**src/rtl/mcu.sv**
```systemverilog
// Main control unit for the multi-cycle RV32I core.
// Sequences each instruction through fetch, decode, execute and the
// load/store wait states, runs the instruction/data memory handshakes,
// drives the PC/IR strobes and counts retired instructions. Illegal
// opcodes and memory timeouts park the core in ST_HALT until reset.
module mcu #(
    parameter int unsigned TIMEOUT_CYCLES = 16
) (
    input  logic        MCU_CLOCK_50,
    input  logic        MCU_RESET_InLow,
    input  logic        MCU_Run,
    input  logic [6:0]  MCU_Opcode_InBUS,
    input  logic        MCU_Imem_Rsp_Valid,
    input  logic        MCU_Dmem_Req_Ready,
    input  logic        MCU_Dmem_Rsp_Valid,
    output logic [2:0]  MCU_State_OutBUS,
    output logic        MCU_Imem_Req_Valid,
    output logic        MCU_Ir_Load,
    output logic        MCU_Dmem_Req_Valid,
    output logic        MCU_Pc_Write,
    output logic        MCU_Halted,
    output logic [1:0]  MCU_Error_OutBUS,
    output logic [31:0] MCU_Retired_OutBUS
);

    localparam logic [2:0] ST_IDLE       = 3'b000;
    localparam logic [2:0] ST_FETCH      = 3'b001;
    localparam logic [2:0] ST_DECODE     = 3'b010;
    localparam logic [2:0] ST_EXEC       = 3'b011;
    localparam logic [2:0] ST_WAIT_READY = 3'b100;
    localparam logic [2:0] ST_WAIT_VALID = 3'b101;
    localparam logic [2:0] ST_HALT       = 3'b111;

    localparam logic [1:0] ERR_NONE    = 2'b00;
    localparam logic [1:0] ERR_ILLEGAL = 2'b01;
    localparam logic [1:0] ERR_TIMEOUT = 2'b10;

    // Last wait-counter value before a still-idle memory is declared dead.
    localparam logic [15:0] WAIT_LIMIT = 16'(TIMEOUT_CYCLES - 1);

    logic [2:0]  state_q, state_d;
    logic [15:0] waitCnt_q, waitCnt_d;
    logic        lsuDone_q, lsuDone_d;
    logic [31:0] retired_q, retired_d;
    logic [1:0]  error_q, error_d;
    logic        halted_q, halted_d;

    logic opLegal;
    logic opLs;
    logic imemReq;
    logic irLoad;
    logic dmemReq;
    logic pcWrite;

    // Classify the opcode held in the IR as legal and/or load-store.
    always_comb begin
        opLegal = 1'b0;
        opLs    = 1'b0;
        case (MCU_Opcode_InBUS)
            7'b0110111, 7'b0010111, 7'b1101111, 7'b1100111,
            7'b1100011, 7'b0010011, 7'b0110011: opLegal = 1'b1;
            7'b0000011, 7'b0100011: begin
                opLegal = 1'b1;
                opLs    = 1'b1;
            end
            default: ;
        endcase
    end

    // Next-state, strobe and bookkeeping logic; the wait counter defaults
    // to zero so any state change (or non-waiting state) clears it.
    always_comb begin
        state_d   = state_q;
        waitCnt_d = '0;
        lsuDone_d = lsuDone_q;
        retired_d = retired_q;
        error_d   = error_q;
        imemReq   = 1'b0;
        irLoad    = 1'b0;
        dmemReq   = 1'b0;
        pcWrite   = 1'b0;
        case (state_q)
            ST_IDLE: begin
                if (MCU_Run) state_d = ST_FETCH;
            end
            ST_FETCH: begin
                imemReq = 1'b1;
                if (MCU_Imem_Rsp_Valid) begin
                    irLoad  = 1'b1;
                    state_d = ST_DECODE;
                end else if (waitCnt_q == WAIT_LIMIT) begin
                    state_d = ST_HALT;
                    error_d = ERR_TIMEOUT;
                end else begin
                    waitCnt_d = waitCnt_q + 16'd1;
                end
            end
            ST_DECODE: begin
                if (opLegal) begin
                    state_d   = ST_EXEC;
                    lsuDone_d = 1'b0;
                end else begin
                    state_d = ST_HALT;
                    error_d = ERR_ILLEGAL;
                end
            end
            ST_EXEC: begin
                if (opLs && !lsuDone_q) begin
                    dmemReq = 1'b1;
                    state_d = MCU_Dmem_Req_Ready ? ST_WAIT_VALID : ST_WAIT_READY;
                end else begin
                    pcWrite   = 1'b1;
                    retired_d = retired_q + 32'd1;
                    state_d   = ST_FETCH;
                end
            end
            ST_WAIT_READY: begin
                dmemReq = 1'b1;
                if (MCU_Dmem_Req_Ready) begin
                    state_d = ST_WAIT_VALID;
                end else if (waitCnt_q == WAIT_LIMIT) begin
                    state_d = ST_HALT;
                    error_d = ERR_TIMEOUT;
                end else begin
                    waitCnt_d = waitCnt_q + 16'd1;
                end
            end
            ST_WAIT_VALID: begin
                if (MCU_Dmem_Rsp_Valid) begin
                    lsuDone_d = 1'b1;
                    state_d   = ST_EXEC;
                end else if (waitCnt_q == WAIT_LIMIT) begin
                    state_d = ST_HALT;
                    error_d = ERR_TIMEOUT;
                end else begin
                    waitCnt_d = waitCnt_q + 16'd1;
                end
            end
            ST_HALT: ;
            default: begin
                state_d = ST_HALT;
                error_d = ERR_ILLEGAL;
            end
        endcase
        halted_d = (state_d == ST_HALT);
    end

    // State registers with synchronous active-low reset.
    always_ff @(posedge MCU_CLOCK_50) begin
        if (!MCU_RESET_InLow) begin
            state_q   <= ST_IDLE;
            waitCnt_q <= '0;
            lsuDone_q <= 1'b0;
            retired_q <= '0;
            error_q   <= ERR_NONE;
            halted_q  <= 1'b0;
        end else begin
            state_q   <= state_d;
            waitCnt_q <= waitCnt_d;
            lsuDone_q <= lsuDone_d;
            retired_q <= retired_d;
            error_q   <= error_d;
            halted_q  <= halted_d;
        end
    end

    assign MCU_State_OutBUS   = state_q;
    assign MCU_Imem_Req_Valid = imemReq;
    assign MCU_Ir_Load        = irLoad;
    assign MCU_Dmem_Req_Valid = dmemReq;
    assign MCU_Pc_Write       = pcWrite;
    assign MCU_Halted         = halted_q;
    assign MCU_Error_OutBUS   = error_q;
    assign MCU_Retired_OutBUS = retired_q;

endmodule

```
**config.mk**
```make
export PLATFORM = sky130hd
export DESIGN_NAME = mcu
export DESIGN_NICKNAME = d
export VERILOG_FILES = /design/src/rtl/mcu.sv
export SDC_FILE = /design/constraint.sdc
export NUM_CORES = 1
export LEC_CHECK = 0
export ABC_AREA = 0
export CAP_MARGIN = 5
export CELL_PAD_IN_SITES_DETAIL_PLACEMENT = 0
export CELL_PAD_IN_SITES_GLOBAL_PLACEMENT = 1
export CORE_UTILIZATION = 30
export DETAILED_ROUTE_END_ITERATION = 10
export GPL_ROUTABILITY_DRIVEN = 0
export PLACE_DENSITY_LB_ADDON = 0.1
export SETUP_SLACK_MARGIN = 0.5
export SYNTH_ARGS = -nofsm -noshare
export SYNTH_HDL_FRONTEND = slang
export SYNTH_SLANG_ARGS = --single-unit
```
**constraint.sdc**
```tcl
create_clock -name MCU_CLOCK_50 -period 2.4 [get_ports MCU_CLOCK_50]
set_clock_uncertainty 0.1 [all_clocks]
set_input_delay 0.6 -clock MCU_CLOCK_50 [delete_from_list [all_inputs] [get_ports MCU_CLOCK_50]]
set_output_delay 0.6 -clock MCU_CLOCK_50 [all_outputs]
set_load 0.1 [all_outputs]
```
==> impl_summary.log <==
[metrics] outcome: complete, no violations
[metrics] number of buffers inserted by hold repair at cts: 0
[metrics] initial antenna violation count: 0
[metrics] number of global-route vias before repair: 2454
[metrics] number of placement rows: 34
[metrics] slowest stage delay, CP: 0.36 ns
[metrics] clock buffers created by TritonCTS: 5
[metrics] maximum clock insertion buffer count: 2
[metrics] share of flip-flops with an asynchronous set or reset after synthesis: 0
[metrics] Placement Cell Area: approximately 3600 sq um
[metrics] Largest delay share family, worst path: simple AND/OR/NAND/NOR gates
[metrics] CTS tree: built
[metrics] synthesized area per cell: roughly 8.6 sq um
[metrics] fraction of final layout cells with drive strength greater than 1: 0.412
[metrics] via-per-instance ratio: 4.93
[metrics] unrepaired setup endpoints after global routing: yes
[metrics] crit share post-route: 0.923
[metrics] Syn-to-layout area delta: 49.8%
[metrics] crit-path cells: buf_6, and4bb_4, nand2_4, o22ai_4, buf_12
[metrics] H-tree depth: 2
[metrics] total vias in the final route: ~2500
[metrics] detailed-router iteration count before antenna repair: 4
[metrics] area of the die: about 9300 sq um
[metrics] slew at the pin closest to its max-slew limit: about 0.49 ns
[metrics] Setup WS post-layout: roughly 0.18 ns
[metrics] Synth cell types: 50
[metrics] Layout Cell Area excl Fill: roughly 4000 sq um
[metrics] Clock transition at path regs: ~0.090 ns
[metrics] total of buffers placed on input and output ports: 54
[metrics] GRT Residual Overflow: 0
[metrics] data required time at the worst endpoint: approximately 1.7 ns
[metrics] buffer cell driving the clock tree root: sky130_fd_sc_hd__clkbuf_8
[metrics] maximum fanout along the worst path: 3
[metrics] number of flops mapped to enable cells by yosys: 0
[metrics] effective utilization at floorplan: 0.310
[metrics] insertion delay to the later sink of the worst-skew pair: between 0.3 and 0.4 ns
[metrics] wire length of the first global-routing pass: around 12000 um
[metrics] routed length per placed instance: between 10 and 15 um
[metrics] cell type with the highest aggregate area in the netlist: sky130_fd_sc_hd__dfxtp_1
[metrics] Synth Flop Type: sky130_fd_sc_hd__dfxtp_1
[metrics] most area-consuming cells after synthesis: sky130_fd_sc_hd__dfxtp_1 (41%), sky130_fd_sc_hd__xor2_1 (8.1%), sky130_fd_sc_hd__nor2_1 (7.5%)
[metrics] diode count: 0
[metrics] synthesized cell area: between 2000 and 3000 sq um
[metrics] yosys synthesis warning count: 0
[metrics] maximum VDD drop: between 0.0004 and 0.0005 V
[metrics] most common cell in the netlist: sky130_fd_sc_hd__dfxtp_1
[metrics] power per cell area: between 500 and 600 nW/um^2
[metrics] data arrival time of the critical path: between 1.5 and 2 ns
[metrics] number of design rule violations left after detail routing: 0
[metrics] GR Util All Layers: 0.156
[metrics] # fillers: 868
[metrics] CP Buf/Inv Count: 2
[metrics] number of DRC markers after the initial detailed-route iteration: between 50 and 60
[metrics] WS Path Type: primary input to output port
[metrics] worst hold path type: flip-flop to flip-flop
[metrics] Core Region: ~8700 sq um
[metrics] Critical Path Sink Type: output port
[metrics] fraction of post-synthesis cell area in the top cell type by area: 0.409
[metrics] Nets: approximately 410
[metrics] hold violation total from the final report: 0
[metrics] Slew Viols, Final: 0
[metrics] kind of start point of the critical path: primary input
[metrics] Crit-path slowest cell: sky130_fd_sc_hd__and4bb_4
[metrics] sink count of the clock tree: 55
[metrics] max-capacitance violation count: 0
[metrics] largest net degree at the start of global routing: 32
[metrics] die outline width: a little under 100 um
[metrics] setup slack, reg-to-reg: between 0.4 and 0.5 ns
[metrics] worst slew slack as a fraction of its limit: 0.670
[metrics] total I/O pin count: 55
[metrics] gate count of the mapped netlist: between 300 and 400
[metrics] post-detailed-route count of antenna-violating nets: 0
[metrics] fraction of the yosys area taken by sequential cells: 0.409
[metrics] syn_nets: 329
[metrics] endpoints failing setup: 0
[metrics] estimated wirelength of the detail-placed design: between 4000 and 5000 um
[metrics] Commonest cells post-synth: sky130_fd_sc_hd__dfxtp_1 (55), sky130_fd_sc_hd__nor2_1 (54), sky130_fd_sc_hd__xor2_1 (25)
[metrics] static leakage: 1.56 nW
[metrics] Chip Height: about 97 um
[metrics] sum of routed wire length over all layers: 7070 um
[metrics] Setup Slack @ Placement: -0.431 ns
[metrics] flops & latches, synth: between 50 and 60
[metrics] highest achievable clock rate: roughly 450 MHz
[metrics] clock period minus worst slack: about 2.2 ns
==> per-stage QoR <==
step | utilization | hold slack, ns | power, mW | setup TNS [ns] | cells
after floorplan | - | 0.342 | 1.29 | 0 | 314
after global placement | 0.410 | 0.363 | 1.43 | -4.19 | 477
after detailed placement | 0.410 | 0.369 | 1.42 | -4.80 | 477
after CTS | 0.442 | 0.384 | 2.01 | 0 | 499
after global routing | 0.464 | 0.389 | 2.12 | 0 | 506
final | 0.464 | 0.353 | 2.02 | 0 | 506
==> per-layer routing <==
layer  vias up  wire length, um  global-route usage
met5         -                0                   0
met4         0               70              0.0379
met3         6              243              0.0361
met2        37             3360               0.265
met1      1189             3390               0.200
li1       1265                -                   -
==> power by group <==
group	leakage [nW]	internal, mW	switching (mW)
registers	0.470	0.907	0.0294
clock network	0.0428	0.209	0.313
logic	1.05	0.215	0.342
total	1.56	1.33	0.685
==> flip-flops by register name, indices dropped and copies added, names as in the netlist <==
register and count:
MCU_Halted 1, MCU_State_OutBUS 3, waitCnt_q 16, lsuDone_q 1, MCU_Retired_OutBUS 32, MCU_Error_OutBUS 2
==> final cells by class <==
class	instances	area (sq um)	share of cell area
clock inverter	1	6.26	0.00155
inverter	10	37.5	0.00932
multi-input combinational	237	1760	0.436
sequential	55	1210	0.301
tap	108	135	0.0336
clock buffer	7	76.3	0.0189
timing repair buffer	88	803	0.199
==> cell families after synthesis <==
| logic type | synth area share |
|---|---|
| flops | 0.409 |
| compound gates | 0.0926 |
| mux | 0.00745 |
| buf+inv | 0.0349 |
| xor+xnor | 0.124 |
| simple gates | 0.322 |
| fa+ha+maj | 0.00931 |
==> placed cells by master (no fill, tap or decap), types with 5 or more instances in the layout <==
master	synthesis	layout
sky130_fd_sc_hd__xor2_1	25	25
sky130_fd_sc_hd__clkbuf_8	0	5
sky130_fd_sc_hd__nor2_1	54	52
sky130_fd_sc_hd__buf_6	0	13
sky130_fd_sc_hd__dfxtp_1	55	19
sky130_fd_sc_hd__dfxtp_2	0	9
sky130_fd_sc_hd__nand2_1	18	17
sky130_fd_sc_hd__and3_1	9	7
sky130_fd_sc_hd__xnor2_1	13	11
sky130_fd_sc_hd__buf_4	1	61
sky130_fd_sc_hd__and4_1	6	5
sky130_fd_sc_hd__dfxtp_4	0	27
sky130_fd_sc_hd__nand4_1	14	14
sky130_fd_sc_hd__nand3_1	20	18
sky130_fd_sc_hd__a21oi_1	7	6
sky130_fd_sc_hd__buf_12	0	6
sky130_fd_sc_hd__inv_1	10	9
sky130_fd_sc_hd__nor4_2	0	5
==> worst reg2reg max path, cell delays in order, from the launching register on <==
cell	delay, ns
sky130_fd_sc_hd__dfxtp_2	0.36
sky130_fd_sc_hd__nor3_4	0.06
sky130_fd_sc_hd__buf_4	0.13
sky130_fd_sc_hd__buf_6	0.11
sky130_fd_sc_hd__buf_4	0.15
sky130_fd_sc_hd__a211oi_4	0.37
sky130_fd_sc_hd__nand3_4	0.16
sky130_fd_sc_hd__or3_1	0.33
sky130_fd_sc_hd__a21oi_1	0.11
==> worst paths after layout <==
| kind | cells after the start | to | from |
|---|---|---|---|
| worst max-delay path | 5 | MCU_Dmem_Req_Valid | MCU_Opcode_InBUS[4] |
| worst min-delay path | 1 | waitCnt_q[0] | waitCnt_q[0] |
| worst max register to register | 8 | MCU_Retired_OutBUS[29] | lsuDone_q |
| worst min register to register | 1 | waitCnt_q[0] | waitCnt_q[0] |
==> timing repair <==
| item | CTS | global route |
|---|---|---|
| gates resized for setup | 53 | 29 |
| pin swaps | 13 | 19 |
| endpoints found under the setup margin | 56 | 43 |
| gates cloned | 1 | 0 |
| setup buffers | 13 | 7 |
(Power assumes the default switching activity.)
